File: config.mk
export PLATFORM = sky130hd
export DESIGN_NAME = thread_issue_sched
export DESIGN_NICKNAME = d
export VERILOG_FILES = /design/src/rtl/thread_issue_sched_pkg.sv /design/src/rtl/thread_issue_sched_rr_pick.sv /design/src/rtl/thread_issue_sched.sv
export SDC_FILE = /design/constraint.sdc
export NUM_CORES = 1
export LEC_CHECK = 0
export CAP_MARGIN = 20
export CORE_ASPECT_RATIO = 1.75
export CORE_UTILIZATION = 50
export DETAILED_ROUTE_END_ITERATION = 8
export MAX_ROUTING_LAYER = met4
export PLACE_DENSITY_LB_ADDON = 0.3
export SLEW_MARGIN = 20
export SYNTH_ARGS = -nofsm -noshare
export SYNTH_HDL_FRONTEND = slang
export SYNTH_SLANG_ARGS = --single-unit
File: constraint.sdc
create_clock -name clk -period 8.5 [get_ports clk]
set_clock_uncertainty 0.2 [all_clocks]
set_input_delay 1.7 -clock clk [delete_from_list [all_inputs] [get_ports clk]]
set_output_delay 1.7 -clock clk [all_outputs]
set_load 0.05 [all_outputs]
File: src/rtl/thread_issue_sched_pkg.sv
// Shared types for the thread issue scheduler: FSM states, thread-id and PC types.
package thread_issue_sched_pkg;

  localparam int DEF_NUM_THREADS = 4;
  localparam int DEF_PC_W        = 8;

  typedef enum logic [1:0] {
    IDLE = 2'd0,
    RUN  = 2'd1,
    DONE = 2'd2
  } sched_state_t;

  typedef logic [$clog2(DEF_NUM_THREADS)-1:0] tid_t;
  typedef logic [DEF_PC_W-1:0]                pc_t;

endpackage

File: src/rtl/thread_issue_sched_rr_pick.sv
// Combinational round-robin finder: first set bit of eligible at or above rr_ptr, wrapping.
module rr_pick #(
  parameter int N = 4
) (
  input  logic [N-1:0]         eligible,
  input  logic [$clog2(N)-1:0] rr_ptr,
  output logic                 found,
  output logic [$clog2(N)-1:0] tid
);

  localparam int TW = $clog2(N);

  logic [2*N-1:0] rot;

  assign rot = {eligible, eligible} >> rr_ptr;

  always_comb begin
    int sum;
    found = |eligible;
    tid   = '0;
    sum   = 0;
    // Descending scan so the lowest offset from rr_ptr wins.
    for (int k = N - 1; k >= 0; k--) begin
      if (rot[k]) begin
        sum = int'(rr_ptr) + k;
        if (sum >= N) sum = sum - N;
        tid = TW'(sum);
      end
    end
  end

endmodule

File: src/rtl/thread_issue_sched.sv
// Round-robin issue of per-thread instruction indices onto one shared execute stage,
// with a per-thread in-flight counter enforcing EXEC_LAT between issues of a thread.
module thread_issue_sched
  import thread_issue_sched_pkg::*;
#(
  parameter int NUM_THREADS = DEF_NUM_THREADS,
  parameter int PC_W        = DEF_PC_W,
  parameter int EXEC_LAT    = 1
) (
  input  logic                           clk,
  input  logic                           rst_n,
  input  logic                           start,
  input  logic [NUM_THREADS-1:0]         run_mask,
  input  logic [PC_W-1:0]                prog_len,
  input  logic                           stall,
  input  logic                           abort,
  output logic                           issue_valid,
  output logic [$clog2(NUM_THREADS)-1:0] issue_tid,
  output logic [PC_W-1:0]                issue_pc,
  output logic                           busy,
  output logic                           done,
  output logic [NUM_THREADS*PC_W-1:0]    thread_pc
);

  localparam int TW = $clog2(NUM_THREADS);
  localparam int CW = $clog2(EXEC_LAT + 1);

  sched_state_t           state;
  logic [PC_W-1:0]        pc       [NUM_THREADS];
  logic [CW-1:0]          inflight [NUM_THREADS];
  logic [NUM_THREADS-1:0] mask_q;
  logic [PC_W-1:0]        len_q;
  logic [TW-1:0]          rr_ptr;

  logic [NUM_THREADS-1:0] eligible;
  logic                   all_done;
  logic                   pick_found;
  logic [TW-1:0]          pick_tid;
  logic [TW-1:0]          rr_next;

  always_comb begin
    eligible = '0;
    all_done = 1'b1;
    for (int i = 0; i < NUM_THREADS; i++) begin
      eligible[i] = mask_q[i] && (pc[i] < len_q) && (inflight[i] == '0);
      if ((mask_q[i] && (pc[i] != len_q)) || (inflight[i] != '0)) all_done = 1'b0;
    end
  end

  rr_pick #(.N(NUM_THREADS)) u_pick (
    .eligible (eligible),
    .rr_ptr   (rr_ptr),
    .found    (pick_found),
    .tid      (pick_tid)
  );

  always_comb begin
    if (int'(pick_tid) == NUM_THREADS - 1) rr_next = '0;
    else                                   rr_next = pick_tid + TW'(1);
  end

  assign issue_valid = (state == RUN) && !stall && !abort && pick_found;
  assign issue_tid   = pick_tid;
  assign issue_pc    = pc[pick_tid];
  assign busy        = (state == RUN);
  assign done        = (state == DONE);

  always_comb begin
    thread_pc = '0;
    for (int i = 0; i < NUM_THREADS; i++) thread_pc[i*PC_W +: PC_W] = pc[i];
  end

  always_ff @(posedge clk) begin
    if (!rst_n) begin
      state  <= IDLE;
      mask_q <= '0;
      len_q  <= '0;
      rr_ptr <= '0;
      for (int i = 0; i < NUM_THREADS; i++) begin
        pc[i]       <= '0;
        inflight[i] <= '0;
      end
    end else begin
      case (state)
        IDLE: begin
          if (start) begin
            state  <= RUN;
            mask_q <= run_mask;
            len_q  <= prog_len;
            rr_ptr <= '0;
            for (int i = 0; i < NUM_THREADS; i++) begin
              pc[i]       <= '0;
              inflight[i] <= '0;
            end
          end
        end
        RUN: begin
          if (abort) begin
            state <= IDLE;
          end else begin
            // Counters age every RUN cycle, stalled or not.
            for (int i = 0; i < NUM_THREADS; i++) begin
              if (inflight[i] != '0) inflight[i] <= inflight[i] - CW'(1);
            end
            if (issue_valid) begin
              pc[pick_tid]       <= pc[pick_tid] + PC_W'(1);
              inflight[pick_tid] <= CW'(EXEC_LAT - 1);
              rr_ptr             <= rr_next;
            end
            if (all_done) state <= DONE;
          end
        end
        DONE:    state <= IDLE;
        default: state <= IDLE;
      endcase
    end
  end

endmodule

==> results of run 1 <==
-- flip-flops by register name (all words and copies together) (netlist names) --
signal and cells:
inflight 4, mask_q 4, rr_ptr 2, pc 32, state 2, len_q 8
-- power groups by stage --
| stage | Combinational (W) | Clock, W | Sequential (W) |
|---|---|---|---|
| after floorplan | 0.000136 | 0 | 0.000327 |
| after global placement | 0.000232 | 0 | 0.000301 |
| after detailed placement | 0.000235 | 0 | 0.000301 |
| after CTS | 0.000238 | 0.000175 | 0.000295 |
| after global routing | 0.000255 | 0.000184 | 0.000297 |
| final | 0.000238 | 0.000174 | 0.000295 |
-- stage by stage --
stage               hold WS (ns)  std cells  util (%)  setup slack (ns)
global placement           0.244        471      62.7              2.76
CTS                        0.261        479      64.5              2.32
floorplan                  0.236        338         -              2.57
detailed placement         0.248        471      62.7              2.70
finish                     0.258        479      64.5              2.31
global route               0.284        479      64.5              2.04
-- cells by family (layout without fill, tap and decap cells) --
logic type | Yosys count | in the layout
and+or+nand+nor | 130 | 130
AOI/OAI and AO/OA | 85 | 85
DFF | 52 | 52
adders and majority gates | 37 | 37
buffers and inverters | 27 | 88
muxes | 4 | 4
xor gates and xnor gates | 3 | 3
-- layout make-up --
cell class                      instances  share of cell area [%]
Multi-Input combinational cell        259                    44.3
Inverter                               19                    1.76
Clock buffer                            5                    1.70
Timing Repair Buffer                   61                    15.1
Sequential cell                        52                    33.6
Clock inverter                          3                    1.05
Tap cell                               80                    2.47
-- Yosys cell counts, types with 3 or more instances --
cell type / count / area (µm²)
o211ai_1: 3 / 22.5
edfxtp_1: 32 / 961
and2_1: 4 / 25.0
o21ai_1: 3 / 15.0
clkbuf_1: 4 / 15.0
nor2b_1: 7 / 43.8
nand4_1: 11 / 68.8
ha_1: 37 / 463
nand3_1: 16 / 80.1
a21o_1: 3 / 22.5
mux2i_1: 3 / 30.0
o21ai_0: 15 / 75.1
a32oi_1: 7 / 61.3
nand2_1: 46 / 173
nor2_1: 31 / 116
inv_1: 17 / 63.8
dfxtp_1: 20 / 400
a21oi_1: 37 / 185
-- worst min path at each step --
| stage | start | endpoint | slack (ns) | cells past startpoint |
|---|---|---|---|---|
| after floorplan | len_q[1] | len_q[1] | 0.24 | 2 |
| after global placement | len_q[2] | len_q[2] | 0.24 | 2 |
| after detailed placement | len_q[2] | len_q[2] | 0.25 | 2 |
| after CTS | len_q[2] | len_q[2] | 0.26 | 2 |
| after global routing | len_q[2] | len_q[2] | 0.28 | 2 |
| final | len_q[2] | len_q[2] | 0.26 | 2 |
-- layer usage --
| layer | part of all wire, % | global-route usage, % | wire, µm |
|---|---|---|---|
| met3 | 4.5 | 4.18 | 410 |
| met4 | 5.0 | 19.3 | 459 |
| met5 | 0 | - | 0 |
| met1 | 37 | 28.4 | 3390 |
| met2 | 53 | 50.3 | 4850 |
-- tightest hold or removal path, stage by stage (launching register included) --
cell and delay, ns:
dfxtp_1 0.32, nand2_1 0.05, a21oi_1 0.05
==> flow_summary.toml, run 1 <==
[cts]
numCtsBuffers = 5
clock_latency_ns = 0.32
cts_hold_buf = 0
root_buffer = "clkbuf_8"
cts_setup_buffers = 0
cts_resized = 0
path_clk_slew_ns = 0.09
clockBufferDepth = 2
htree_levels = 2
clock_sinks = 52
cts_tree = "built"

[critical_path]
rr_worst_depth = 14
critPathMaxStageDelay_ns = 0.70
critPathMaxFanout = 12
r2r_end = "pc[2][4]"
r2r_setup_slack_ns = 4.09
critPathKind = "reg -> out"
cp_slowest_cell = "clkdlybuf4s50_1"
worst_setup_path_end_kind = "output pin"
cp_data_arrival_time_ns = 4.29
path_depth = 11
crit_family = "compound AO/OA/AOI/OAI gates"
timing.rr.start = "pc[2][5]"
setup.worst_path.start = "pc[2][5]"
path_cells = "ha_1, a21o_1, nand3_1, nand4_1, or2_1, o311ai_2, nor2_1, inv_2, mux2_2, o21a_1, clkdlybuf4s50_1"
worst-path-buf-inv = 2
required_ns = 6.60
critPathCapture = "issue_pc[1]"
start_kind = "register"

[floorplan]
rows = 38
die_area_um2 = 6880
fp.dieW_um = 63.1
io_pins = 62
die_y_um = 109
initial_core_util_pct = 52.1
core_um2 = 6280

[pwr]
p_leak_nw = 1.54
powerDensity_nw_per_um2 = 174
p_seq_share_pct = 41.8
clock_power_share_pct = 24.6
power_w = 0.000706
vdd_drop_max_mv = 0.139
combPwrFrac_pct = 33.6
netSwitchingFraction_pct = 36.5
p_sw_w = 0.000258
power.internal_w = 0.000449

[logic_synthesis]
synth_compound_area_share_pct = 19.4
yosysSeqAreaShare_pct = 41.6
synth_cell_types = 53
synth-adder-area-share_pct = 14.2
synth-seq-cells = 52
synth_cells = 338
synth_xor_area_share_pct = 0.803
yosys_most_used_dff = "edfxtp_1"
syn_area_um2 = 3270
async_reset_ff_share_pct = 0
synth_top_family_by_area = "compound AO/OA/AOI/OAI gates"
yosys_warnings = 0
synth-simple-area-share_pct = 19.2
synth.avg_cell_area_um2 = 9.68
synth_edf_count = 32
syn_nets = 392
synthMuxAreaShare_pct = 1.26

[placement]
dpl_cell_area_um2 = 3940
place.gp.congestion = 0.983
portBuffers = 61
hpwl_mm = 7.23

[timing]
finalHoldViolCount = 0
timing.final.crit_share_pct = 72.9
rsz0062_at_grt = "false"
fin_tns_setup_ns = 0
setup_violations = 0
relSlewSlack_pct = 41.3
layout_min_cycle_time_ns = 6.19
maxSlewViolCount = 0
fmax_ghz = 0.161
worst_pin_slew_ns = 0.880

[drt]
wl_per_cell_um = 19.0
routed_via_density = 5.90
dr.pass1.iters = 4
drc = 0
vias = 2827
drt_iter0_markers = 153
antenna_left = 0
finalWirelength_mm = 9.10

[finish]
seqCellArea_um2 = 1360
multi_input_area_um2 = 1790
filler_cell_count = 555
fin_nets = 452
n_antenna_cell = 0
mostFrequentLayoutCells = "61 x clkdlybuf4s50_1, 46 x nand2_1, 37 x a21oi_1, 37 x ha_1, 32 x edfxtp_1"
fin_area_um2 = 4050
drive_gt1_share_pct = 6.02
area_delta_synth_final_pct = 23.8
layout_commonest_cell = "clkdlybuf4s50_1"

[global_route]
grt_use_total_pct = 28.4
antenna_found_initial = 0
grt_pass1_wl_mm = 14.1
gr-total-overflow = 0
grt_max_degree = 19
grt_pass1_vias = 2834

[hold_path]
hp-class = "reg -> reg"

[run]
drv_cap = 0

[run_status]
status = "complete, no violations"
Note: power is estimated with default switching activity, not from simulation.
==> run 2, diff against run 1 <==
==> constraint.sdc (replaced) <==
create_clock -name clk -period 6.4 [get_ports clk]
set_clock_uncertainty 0.2 [all_clocks]
set_input_delay 1.28 -clock clk [delete_from_list [all_inputs] [get_ports clk]]
set_output_delay 1.28 -clock clk [all_outputs]
set_load 0.05 [all_outputs]
==> flow_summary.toml, run 2 (synthesis gave the netlist of run 1 again) <==
[run_status]
status = "complete, no violations"

[global_route]
grt_max_degree = 19
grt_pass1_wl_mm = 14.3
gr-total-overflow = 0
grt_pass1_vias = 2817
antenna_found_initial = 0
grt_use_total_pct = 28.8

[critical_path]
r2r_setup_slack_ns = 2.01
required_ns = 4.92
worst_setup_path_end_kind = "output pin"
critPathMaxFanout = 12
cp_data_arrival_time_ns = 4.22
critPathKind = "reg -> out"
critPathMaxStageDelay_ns = 0.70
cp_slowest_cell = "clkdlybuf4s50_1"
path_cells = "ha_1, a21o_1, nand3_1, nand4_1, or2_1, o311ai_2, nor2_1, inv_2, mux2_2, o21a_1, clkdlybuf4s50_1"
start_kind = "register"

[timing]
fin_tns_setup_ns = 0
layout_min_cycle_time_ns = 5.70
fmax_ghz = 0.176
maxSlewViolCount = 0
rsz0062_at_grt = "false"
finalHoldViolCount = 0
setup_violations = 0
timing.final.crit_share_pct = 89.0
worst_pin_slew_ns = 0.757
holdWs_ns = 0.262
relSlewSlack_pct = 48.9

[finish]
mostFrequentLayoutCells = "61 x clkdlybuf4s50_1, 46 x nand2_1, 37 x a21oi_1, 37 x ha_1, 32 x edfxtp_1"
fin_nets = 453
layout_commonest_cell = "clkdlybuf4s50_1"
n_antenna_cell = 0
drive_gt1_share_pct = 6.25
largest_register = "pc"
reg_top3 = "pc x32, len_q x8"
filler_cell_count = 554
seqCellArea_um2 = 1360
area_delta_synth_final_pct = 24.0
multi_input_area_um2 = 1790
largest_register_ffs = 32

[cts]
numCtsBuffers = 5
cts_tree = "built"
clock_latency_ns = 0.32
cts_hold_buf = 0
root_buffer = "clkbuf_8"
clockBufferDepth = 2
path_clk_slew_ns = 0.10
cts_setup_buffers = 0
htree_levels = 2
clock_sinks = 52
cts_resized = 0

[pwr]
p_sw_w = 0.000345
combPwrFrac_pct = 33.6
powerDensity_nw_per_um2 = 233
power.internal_w = 0.000599
power_w = 0.000943
p_seq_share_pct = 41.6
netSwitchingFraction_pct = 36.5
p_leak_nw = 1.54
clock_power_share_pct = 24.8
vdd_drop_max_mv = 0.204

[placement]
hpwl_mm = 7.35
portBuffers = 61
place.gp.congestion = 0.949

[drt]
drc = 0
routed_via_density = 5.90
drt_iter0_markers = 225
finalWirelength_mm = 9.27
antenna_left = 0
vias = 2834
dr.pass1.iters = 5
wl_per_cell_um = 19.3

[floorplan]
core_um2 = 6280
io_pins = 62
die_y_um = 109
fp.dieW_um = 63.1
die_area_um2 = 6880
initial_core_util_pct = 52.1
rows = 38

[hold_path]
hp-class = "reg -> reg"

[run]
drv_cap = 0
==> run 2: cell types whose count changed in the layout (fill, tap and decap cells not counted) <==
cell / change
clkinv_4: -1
buf_4: +1
clkinv_1: -1
clkbuf_1: +1
inv_6: +1
==> run 2: area by class of cell <==
cell class | count | share of cell area (%)
clock buffers | 6 | 1.79
clock inverters | 2 | 0.956
inverters | 19 | 1.76
multi-input cells | 259 | 44.2
flip-flops and latches | 52 | 33.6
well taps | 80 | 2.47
repair buffers | 62 | 15.2
==> run 2: final timing paths <==
kind	to	startpoint	cells past startpoint
min reg2reg	len_q[7]	len_q[7]	2
max	issue_pc[1]	pc[2][5]	11
min	len_q[7]	len_q[7]	2
max reg2reg	pc[1][4]	pc[2][5]	14
==> run 2: power groups by stage <==
stage	logic [W]	clock network (W)	registers [W]
final	0.000317	0.000234	0.000392
after global placement	0.000308	0	0.000399
after detailed placement	0.000315	0	0.000399
after floorplan	0.000180	0	0.000434
after global routing	0.000340	0.000245	0.000394
after CTS	0.000317	0.000234	0.000392
==> run 2: layer usage <==
| layer | wire, µm | part of all wire [%] | track usage, % | up-vias |
|---|---|---|---|---|
| li1 | - | - | - | 1364 |
| met1 | 3460 | 37 | 29.9 | 1332 |
| met2 | 5040 | 54 | 52.2 | 113 |
| met3 | 412 | 4.4 | 3.87 | 25 |
| met4 | 353 | 3.8 | 15.3 | 0 |
| met5 | 0 | 0 | - | - |
==> run 2: per-stage QoR <==
step	worst slack, ns	instances	cell area [µm²]	utilization [%]
after floorplan	0.890	338	3270	-
after global placement	1.15	472	3950	62.9
after detailed placement	1.09	472	3950	62.9
after CTS	0.727	480	4060	64.6
after global routing	0.466	480	4060	64.6
final	0.704	480	4060	64.6
==> run 2: worst max-delay path, delay by kind of cell (launching register included) <==
| kind | cells | cell delay, ns |
|---|---|---|
| AOI/OAI and AO/OA | 3 | 1.02 |
| DFF | 1 | 0.45 |
| muxes | 1 | 0.39 |
| buffers and inverters | 2 | 0.94 |
| and+or+nand+nor | 4 | 0.76 |
| adders and majority gates | 1 | 0.34 |
==> RTL change, RTL diff (config.mk and constraints of run 2) <==
Set the parameter `EXEC_LAT` to 2 (it was 1).
--- a/src/rtl/thread_issue_sched.sv
+++ b/src/rtl/thread_issue_sched.sv
@@ -5,7 +5,7 @@
 #(
   parameter int NUM_THREADS = DEF_NUM_THREADS,
   parameter int PC_W        = DEF_PC_W,
-  parameter int EXEC_LAT    = 1
+  parameter int EXEC_LAT    = 2
 ) (
   input  logic                           clk,
   input  logic                           rst_n,
Check against the original RTL: not equivalent (Yosys sat finds a counterexample within 4 cycles, from zero or initial values and one cycle with rst_n low).
==> RTL change against run 2 <==
- area after synthesis rose by 8.0%
- wire length up 1.5%
- total power rose by 9.3%
- setup slack better by 180 ps
- cell area grew 8.0%
- fmax up 3.3%
- sequential power rose by 6.6%
- sequential cell count up 4
==> RTL change: results (changes against run 2) <==
| Metric | Value |
|---|---|
| Post-layout worst setup margin | 885 ps (was 704 ps) |
| Async set-reset flop share out of synthesis | 0% (unchanged) |
| Post-CTS Repair Setup Buffers | 0 (unchanged) |
| Clock Latency Late Sink | 300 ps (was 320 ps) |
| Placer's final routability congestion estimate | 0.988 (was 0.949) |
| Critical Path AT | 4040 ps (was 4220 ps) |
| Critical path's top delay family | buffers and inverters (was compound AO/OA/AOI/OAI gates) |
| Worst reg2reg path startpoint | pc[1][5] (was pc[2][5]) |
| Lkg Pwr | 1.65 nW (was 1.54 nW) |
| Average routed wire per standard cell | 18.4 um (was 19.3 um) |
| Sequential cell area fraction in the yosys report | 40.8% (was 41.6%) |
| Post-synth cell types | 50 (was 53) |
| Layout cells sized above 1 | 7.96% (was 6.25%) |
| Slew of the pin with the lowest slew margin | 558 ps (was 757 ps) |
| Root buf cell | sky130_fd_sc_hd__clkbuf_16 (was sky130_fd_sc_hd__clkbuf_8) |
| Post-DP HPWL | 7550 um (was 7350 um) |
| Number of nets in the synthesized netlist | 421 (was 392) |
| Number of antenna violations at the first check in global routing | 0 (unchanged) |
| Place WS | 1240 ps (was 1090 ps) |
| Cells taking the most area after synthesis | sky130_fd_sc_hd__edfxtp_1, sky130_fd_sc_hd__ha_1, sky130_fd_sc_hd__dfxtp_1 (unchanged) |
| Capture point of the worst path | issue_pc[3] (was issue_pc[1]) |
| Most frequent cells after synthesis | sky130_fd_sc_hd__nand2_1, sky130_fd_sc_hd__ha_1, sky130_fd_sc_hd__nor2_1 (was sky130_fd_sc_hd__nand2_1, sky130_fd_sc_hd__a21oi_1, sky130_fd_sc_hd__ha_1) |
| Setup slack, reg-to-reg | 2240 ps (was 2010 ps) |
| All-layer global routing usage | 27.7% (was 28.8%) |
| Highest fanout seen on the critical path | 10 (was 12) |
| Registers with the most flip-flops | pc x32, inflight x8, len_q x8 (was pc x32, len_q x8) |
| Worst reg2reg endpoint | pc[2][6] (was pc[1][4]) |
| Result of the run | complete, no violations (unchanged) |
| First DRT Iteration DRCs | 114 (was 225) |
| Post-synthesis register bit count | 56 (was 52) |
| Clock sink count | 56 (was 52) |
| Number of cell instances on the worst register-to-register path | 14 (unchanged) |
| Warning count from the yosys run | 0 (unchanged) |
| Number of optimization iterations in the first detailed-route pass | 4 (was 5) |
| CTS Buffer Depth | 2 (unchanged) |
| Highest ir drop seen on vdd | 0.000161 V (was 0.000204 V) |
| Fin nets | 484 (was 453) |
| Vias in the first global route | 2797 (was 2817) |
| Via count | 2866 (was 2834) |
| CTS clock-pin slew for the worst setup and hold paths | 70 ps (was 100 ps) |
| Wire length of the first global-routing pass | 14800 um (was 14300 um) |
[RTL change: cell types whose count changed after synthesis, sizes merged, moves of 5 or more]
cell    before  now
nand3       16    8
a31oi        0    5
a21boi       1   13
a21oi       37   23
a32oi       11    1
o21ai       18    9
mux2i        3   15
nor2        32   40
inv         18   26
[RTL change: logic make-up (layout without fill, tap and decap cells)]
| family | count (synthesis) | in the layout | share of synthesized area, % |
|---|---|---|---|
| compound gates | 71 | 71 | 14.8 |
| buf+inv | 33 | 97 | 4.00 |
| simple gates | 138 | 138 | 18.7 |
| mux | 19 | 19 | 5.88 |
| flops | 56 | 56 | 40.8 |
| fa+ha+maj | 41 | 41 | 14.5 |
| xor+xnor | 5 | 5 | 1.24 |
[RTL change: final cells by class]
class | instances | area, um^2
Clock buffer | 6 | 129
Clock inverter | 2 | 35.0
Fill cell | 587 | 2480
Inverter | 27 | 103
Multi-Input combinational cell | 274 | 1950
Sequential cell | 56 | 1440
Tap cell | 84 | 105
Timing Repair Buffer | 62 | 618
[RTL change: worst min-delay path by stage]
stage | startpoint | to | slack [ps] | cells after the start
finish | len_q[5] | len_q[5] | 270 | 2
detailed placement | len_q[2] | len_q[2] | 260 | 2
floorplan | len_q[4] | len_q[4] | 240 | 2
global route | len_q[6] | len_q[6] | 300 | 2
CTS | len_q[2] | len_q[2] | 270 | 2
global placement | len_q[6] | len_q[6] | 260 | 2
[RTL change: tightest hold or removal path, delay by kind of cell (launching register included)]
kind	cells	cell delay, ps
AOI/OAI and AO/OA	1	60
DFF	1	310
and+or+nand+nor	1	50
[RTL change: metal layers]
layer	vias to the layer above	global-route usage, %	wire length [um]
li1	1423	-	-
met1	1336	29.6	3690
met2	81	48.8	5060
met3	26	3.73	295
met4	0	13.8	352
met5	-	-	0
[RTL change: power by group]
group | internal (mW) | leakage [nW] | switching [mW]
registers | 0.399 | 0.545 | 0.0188
clock network | 0.184 | 0.0770 | 0.123
logic | 0.107 | 1.03 | 0.199
[RTL change: stage by stage]
stage | hold slack, ps | instances | power (mW) | cell area, um^2
floorplan | 243 | 363 | 0.635 | 3530
global placement | 256 | 503 | 0.727 | 4220
detailed placement | 264 | 503 | 0.730 | 4220
CTS | 275 | 511 | 1.04 | 4380
global route | 296 | 511 | 1.07 | 4380
finish | 271 | 511 | 1.03 | 4380
